## src/rtl/bc_clr_en_pipe_reg_if.sv

```systemverilog
// Valid/ready handshake bundle for bc_clr_en_pipe_reg: upstream (iVld/oRdy/iDat) and
// downstream (oVld/iRdy/oDat) sides, named from the pipeline's point of view.
interface bc_clr_en_pipe_reg_if #(
    parameter int unsigned WIDTH = 32
);
    logic             iVld;
    logic             oRdy;
    logic [WIDTH-1:0] iDat;
    logic             oVld;
    logic             iRdy;
    logic [WIDTH-1:0] oDat;

    // Pipeline side.
    modport slave (
        input  iVld, iDat, iRdy,
        output oRdy, oVld, oDat
    );

    // Environment side: drives upstream data and downstream ready.
    modport master (
        output iVld, iDat, iRdy,
        input  oRdy, oVld, oDat
    );
endinterface

```

## src/rtl/bc_clr_en_pipe_reg.sv

```systemverilog
// DEPTH-stage elastic clear/enable register pipeline with valid/ready backpressure.
// Define BC_CLR_EN_PIPE_CNT_EN to add the registered occupancy output oCnt.
module bc_clr_en_pipe_reg #(
    parameter int unsigned      WIDTH    = 32,
    parameter int unsigned      DEPTH    = 3,
    parameter logic [WIDTH-1:0] INI_DATA = WIDTH'(1),
    localparam int unsigned     CntW     = $clog2(DEPTH + 1)
) (
    input  logic                  clk,
    input  logic                  rst,
    input  logic                  iClr,
`ifdef BC_CLR_EN_PIPE_CNT_EN
    output logic [CntW-1:0]       oCnt,
`endif
    bc_clr_en_pipe_reg_if.slave   bus
);

    if (DEPTH == 0) begin : g_bad_depth
        $fatal(1, "bc_clr_en_pipe_reg: DEPTH must be at least 1");
    end

    logic [DEPTH-1:0] vld_q, vld_d;
    logic [WIDTH-1:0] dat_q [DEPTH];
    logic [WIDTH-1:0] dat_d [DEPTH];
    logic [DEPTH:0]   rdy;
    logic             flush;

    // Reset and clear share one synchronous flush path; reset is simply folded in here.
    assign flush = !rst || iClr;

    always_comb begin
        rdy[DEPTH] = bus.iRdy;
        for (int s = int'(DEPTH) - 1; s >= 0; s--) begin
            rdy[s] = !vld_q[s] || rdy[s+1];
        end
    end

    always_comb begin
        vld_d = vld_q;
        dat_d = dat_q;
        if (flush) begin
            vld_d = '0;
            for (int s = 0; s < int'(DEPTH); s++) begin
                dat_d[s] = INI_DATA;
            end
        end else begin
            if (rdy[0]) begin
                vld_d[0] = bus.iVld;
                if (bus.iVld) dat_d[0] = bus.iDat;
            end
            // Bubbles advance the valid bit only; data registers keep their last beat.
            for (int s = 1; s < int'(DEPTH); s++) begin
                if (rdy[s]) begin
                    vld_d[s] = vld_q[s-1];
                    if (vld_q[s-1]) dat_d[s] = dat_q[s-1];
                end
            end
        end
    end

    always_ff @(posedge clk) begin
        vld_q <= vld_d;
        dat_q <= dat_d;
    end

    assign bus.oRdy = rdy[0] && !iClr;
    assign bus.oVld = vld_q[DEPTH-1];
    assign bus.oDat = dat_q[DEPTH-1];

`ifdef BC_CLR_EN_PIPE_CNT_EN
    logic [CntW-1:0] cnt_q, cnt_d;
    logic            in_fire, out_fire;

    always_comb begin
        in_fire  = bus.iVld && bus.oRdy;
        out_fire = bus.oVld && bus.iRdy;
        cnt_d    = cnt_q + CntW'(in_fire) - CntW'(out_fire);
        if (flush) cnt_d = '0;
    end

    always_ff @(posedge clk) begin
        cnt_q <= cnt_d;
    end

    assign oCnt = cnt_q;
`endif

endmodule

```

## src/flat_wrapper.sv

```systemverilog
// flat-port wrapper written by rule: the top's interface ports become plain ports
module bc_clr_en_pipe_reg_flat 
#(
    parameter int unsigned      WIDTH    = 32,
    parameter int unsigned      DEPTH    = 3,
    parameter logic [WIDTH-1:0] INI_DATA = WIDTH'(1),
    localparam int unsigned     CntW     = $clog2(DEPTH + 1)
)
  (clk, rst, iClr, bus_iVld, bus_iDat, bus_iRdy, bus_oRdy, bus_oVld, bus_oDat);
  bc_clr_en_pipe_reg_if #(.WIDTH(WIDTH)) bus_i ();
  input  logic clk;
  input  logic rst;
  input  logic iClr;
  input wire logic [$bits(bus_i.iVld)-1:0] bus_iVld;
  input wire logic [$bits(bus_i.iDat)-1:0] bus_iDat;
  input wire logic [$bits(bus_i.iRdy)-1:0] bus_iRdy;
  output wire logic [$bits(bus_i.oRdy)-1:0] bus_oRdy;
  output wire logic [$bits(bus_i.oVld)-1:0] bus_oVld;
  output wire logic [$bits(bus_i.oDat)-1:0] bus_oDat;
  assign bus_i.iVld = bus_iVld;
  assign bus_i.iDat = bus_iDat;
  assign bus_i.iRdy = bus_iRdy;
  assign bus_oRdy = bus_i.oRdy;
  assign bus_oVld = bus_i.oVld;
  assign bus_oDat = bus_i.oDat;
  bc_clr_en_pipe_reg #(.WIDTH(WIDTH), .DEPTH(DEPTH), .INI_DATA(INI_DATA)) u_core (.clk(clk), .rst(rst), .iClr(iClr), .bus(bus_i));
endmodule
```

## config.mk

```make
export PLATFORM = sky130hd
export DESIGN_NAME = bc_clr_en_pipe_reg_flat
export DESIGN_NICKNAME = d
export VERILOG_FILES = /design/src/rtl/bc_clr_en_pipe_reg_if.sv /design/src/rtl/bc_clr_en_pipe_reg.sv /design/src/flat_wrapper.sv
export SDC_FILE = /design/constraint.sdc
export NUM_CORES = 1
export LEC_CHECK = 0
export BUFFER_PORTS_ARGS = -buffer_cell sky130_fd_sc_hd__buf_2
export CORE_ASPECT_RATIO = 0.5
export CORE_UTILIZATION = 58
export CTS_BUF_LIST = sky130_fd_sc_hd__clkbuf_4 sky130_fd_sc_hd__clkbuf_8
export CTS_CLUSTER_SIZE = 40
export DETAILED_ROUTE_END_ITERATION = 7
export GPL_ROUTABILITY_DRIVEN = 0
export GPL_TIMING_DRIVEN = 0
export PLACE_DENSITY_LB_ADDON = 0.05
export SLEW_MARGIN = 20
export SYNTH_ARGS = -nofsm -noshare
export SYNTH_HDL_FRONTEND = slang
export SYNTH_SLANG_ARGS = --single-unit
```

## constraint.sdc

```tcl
create_clock -name clk -period 1.8 [get_ports clk]
set_input_delay 0.45 -clock clk [delete_from_list [all_inputs] [get_ports clk]]
set_output_delay 0.45 -clock clk [all_outputs]
set_load 0.01 [all_outputs]
```

==> out/metrics.sh <==
YOSYSWARNINGS=0
CRITPATHMAXSTAGEDELAY_PS=330
DRV_CAP=0
ROOT_BUFFER='sky130_fd_sc_hd__clkbuf_8'
NUM_ROWS=21
CTS_INSERTED_BUFFERS=9
FINAL_ANTENNA_NET_COUNT=0
MOSTFREQUENTLAYOUTCELLS='sky130_fd_sc_hd__dfxtp_1 (98), sky130_fd_sc_hd__nand2_1 (93), sky130_fd_sc_hd__buf_2 (81)'
DIE-AREA_UM2=7330
MAXCLOCKFREQUENCY_MHz=578
DRIVE_GT1_SHARE_PCT=26.9
FINAL_NET_COUNT=553
TOTALPOWERFINAL_mW=3.69
GRT_REMAINING_OVERFLOW=0
SYNTH.DISTINCT_CELLS=21
FF2FF_SETUP_SLACK_PS=340
FINAL.SETUP_SKEW_PS=9.97
NETLIST_AREA_UM2=4040
SYNTH-SEQ-CELLS=99
SYNTH.NET_COUNT=473
CTS_TREE='built'
RUN_STATUS='finished, final reports clean'
WORST_R2R_ENDPOINT='u_core.dat_q[91]'
POSTROUTEWIRELENGTH_UM=7980
CP-END-KIND='primary output'
FINALWORSTPATHREQUIREDPERIOD_PS=1730
WORST_PIN_SLEW_PS=556
AREA.GROWTH.SYNTH_TO_FINAL_PCT=16.1
SYNTHESIS.INSTANCES=436
RELSLEWSLACK_PCT=62.9
CRIT_PATH_CELL_TRACE='nor2b_4, buf_12, a31oi_4, buf_2'
TIMING.FINAL.CRIT_SHARE_PCT=96.1
DRC=0
WORST_PATH_MAX_DELAY_CELL='sky130_fd_sc_hd__dfxtp_2'
POWERDENSITY_nW_PER_UM2=786
GRT_FIRST_PASS_WIRELENGTH_UM=13100
CLOCK-SINKS=99
POST_SYNTH.CELL_AREA_AVG_UM2=9.27
SHARE_OF_SYNTHESIZED_AREA_OCCUPIED_BY_FLIP_FLOPS_AND_LATCHES_PCT=49.0
TIMING.FINAL.SETUP_VIOLATIONS=0
LAYOUT.CELLS.MOST_COMMON='sky130_fd_sc_hd__dfxtp_1'
NUM_ANTENNA_CELLS=0
VDD.IR_DROP.WORST_mV=0.547
HOLDCRITSTARTPOINT='bus_iDat[1]'
INITIAL_UTILIZATION_PCT=60.3
INITIAL_ANTENNA_VIOLATION_COUNT=0
CLOCK_TREE.HTREE_LEVEL_COUNT=3
P_LEAK_nW=1.94
CORE_AREA_UM2=6700
CRIT_TYPE='reg2out'
PIN_COUNT=71
RSZ0062_AT_GRT='false'
FINALSETUPTNS_PS=0
R2R_CELLS=5
CP_DATA_REQUIRED_TIME_PS=1350
DR.PASS1.ITERS=4
HOLD-PATH-CELL-COUNT=3
FINAL-MAX-SLEW-VIOLATION-COUNT=0
DIE-HEIGHT_UM=61.0
ARRIVAL_PS=1280
WORST_HOLD_PATH_TYPE='in2reg'
CRIT_PATH_MAX_FANOUT=19
HOLD_VIOL=0
GRT_UTIL_ALL_LAYERS_PCT=23.9
DRTITER0DRC=167
WL_PER_CELL_UM=13.1
REG2REG_FROM='u_core.vld_q[2]'
CRITICAL_PATH.STARTPOINT_TYPE='flop'
DETAILROUTE.VIA_COUNT=3085
DIE_WIDTH_UM=120
DETAIL_ROUTE.VIAS_PER_CELL=5.07
MAX-CLOCK-PATH-BUFFERS=2
HOLD_END='u_core.dat_q[65]'
CLOCK_PIN_TRANSITION_ON_THE_WORST_SETUP_AND_HOLD_TIMING_PATHS_PS=90
GRT_PASS1_VIAS=2629
CLK-INSERTION-DELAY-LATE_PS=360
GRT_START_MAX_NET_PINS=20
DP_HPWL_UM=5770
PLACE.PORT_BUFFERS=70
cell type report:
class	count	area [um2]
multi-input cells	268	1600
repair buffers	71	358
flip-flops and latches	99	1980
plain buffers	65	469
fillers	582	2010
well taps	92	115
clock buffers	12	159
inverters	2	7.51
worst max-delay path: cells and delay by family, from the launching register on:
kind | cells | cell delay [ps]
DFF | 1 | 330
buffers and inverters | 2 | 300
AOI/OAI and AO/OA | 1 | 170
and+or+nand+nor | 1 | 120
how the worst max path moves through the flow:
| stage | start | to | slack, ps | depth (start not counted) |
|---|---|---|---|---|
| 2_1_floorplan | bus_iRdy | bus_oRdy | 340 | 4 |
| 3_3_place_gp | bus_iRdy | bus_oRdy | 20 | 6 |
| 3_5_place_dp | bus_iRdy | bus_oRdy | 20 | 6 |
| 4_1_cts | u_core.vld_q[2] | bus_oRdy | 6 | 4 |
| 5_1_grt | u_core.vld_q[2] | bus_oRdy | 6 | 4 |
| 6_report | u_core.vld_q[2] | bus_oRdy | 70 | 4 |
registers in the layout (all words and copies together), names as in the netlist:
name / cells
u_core.bus.oDat: 32
u_core.vld_q: 3
u_core.dat_q: 64
stage by stage:
stage / area, um2 / hold slack [ps] / worst slack [ps] / cells / utilization, %
CTS: 4670 / 314 / 5.81 / 608 / 69.8
detailed placement: 4510 / 449 / 16.0 / 598 / 67.3
global placement: 4510 / 445 / 15.4 / 598 / 67.3
global route: 4690 / 318 / 6.20 / 609 / 70.0
finish: 4690 / 330 / 70.5 / 609 / 70.0
floorplan: 4040 / 435 / 341 / 436 / -
metal layers:
metal  wire (um)  vias up  GRT usage, %
met1        4060     1431          32.7
met5           0        -             0
met2        3520       60          36.5
li1            -     1586             -
met4          65        0          7.32
met3         329        8          7.59
cells by family (layout without fill, tap and decap cells):
group                  Yosys count  in the layout  synth area share (%)
and+or+nand+nor                135            135                  14.1
DFF                             99             99                  49.0
AOI/OAI and AO/OA               69             69                  9.32
buffers and inverters           69            150                  11.7
muxes                           64             64                  15.9
repair_timing:
| item | CTS | global route |
|---|---|---|
| endpoints found under the setup margin | 1 | 1 |
| gates resized for setup | 4 | 2 |
| buffers inserted | 0 | 1 |
| pin swaps | 0 | 0 |
| hold buffers | 0 | 0 |
synth_stat cells (all sizes together):
library cell / n / area (um2)
dfxtp: 99 / 1980
nand2: 93 / 349
mux2i: 64 / 641
buf: 56 / 425
a21oi: 34 / 170
nand3: 34 / 170
o21ai: 32 / 160
clkbuf: 11 / 41.3
nor2: 4 / 15.0
a31oi: 2 / 27.5
inv: 2 / 7.51
nor2b: 2 / 20.0
a21boi: 1 / 18.8
nand2b: 1 / 6.26
or2b: 1 / 7.51
power breakdown:
| group | switching (mW) | internal, mW |
|---|---|---|
| clock | 0.665 | 0.564 |
| sequential | 0.00892 | 2.22 |
| combinational | 0.133 | 0.103 |
| total | 0.806 | 2.88 |
(Power assumes the default switching activity.)
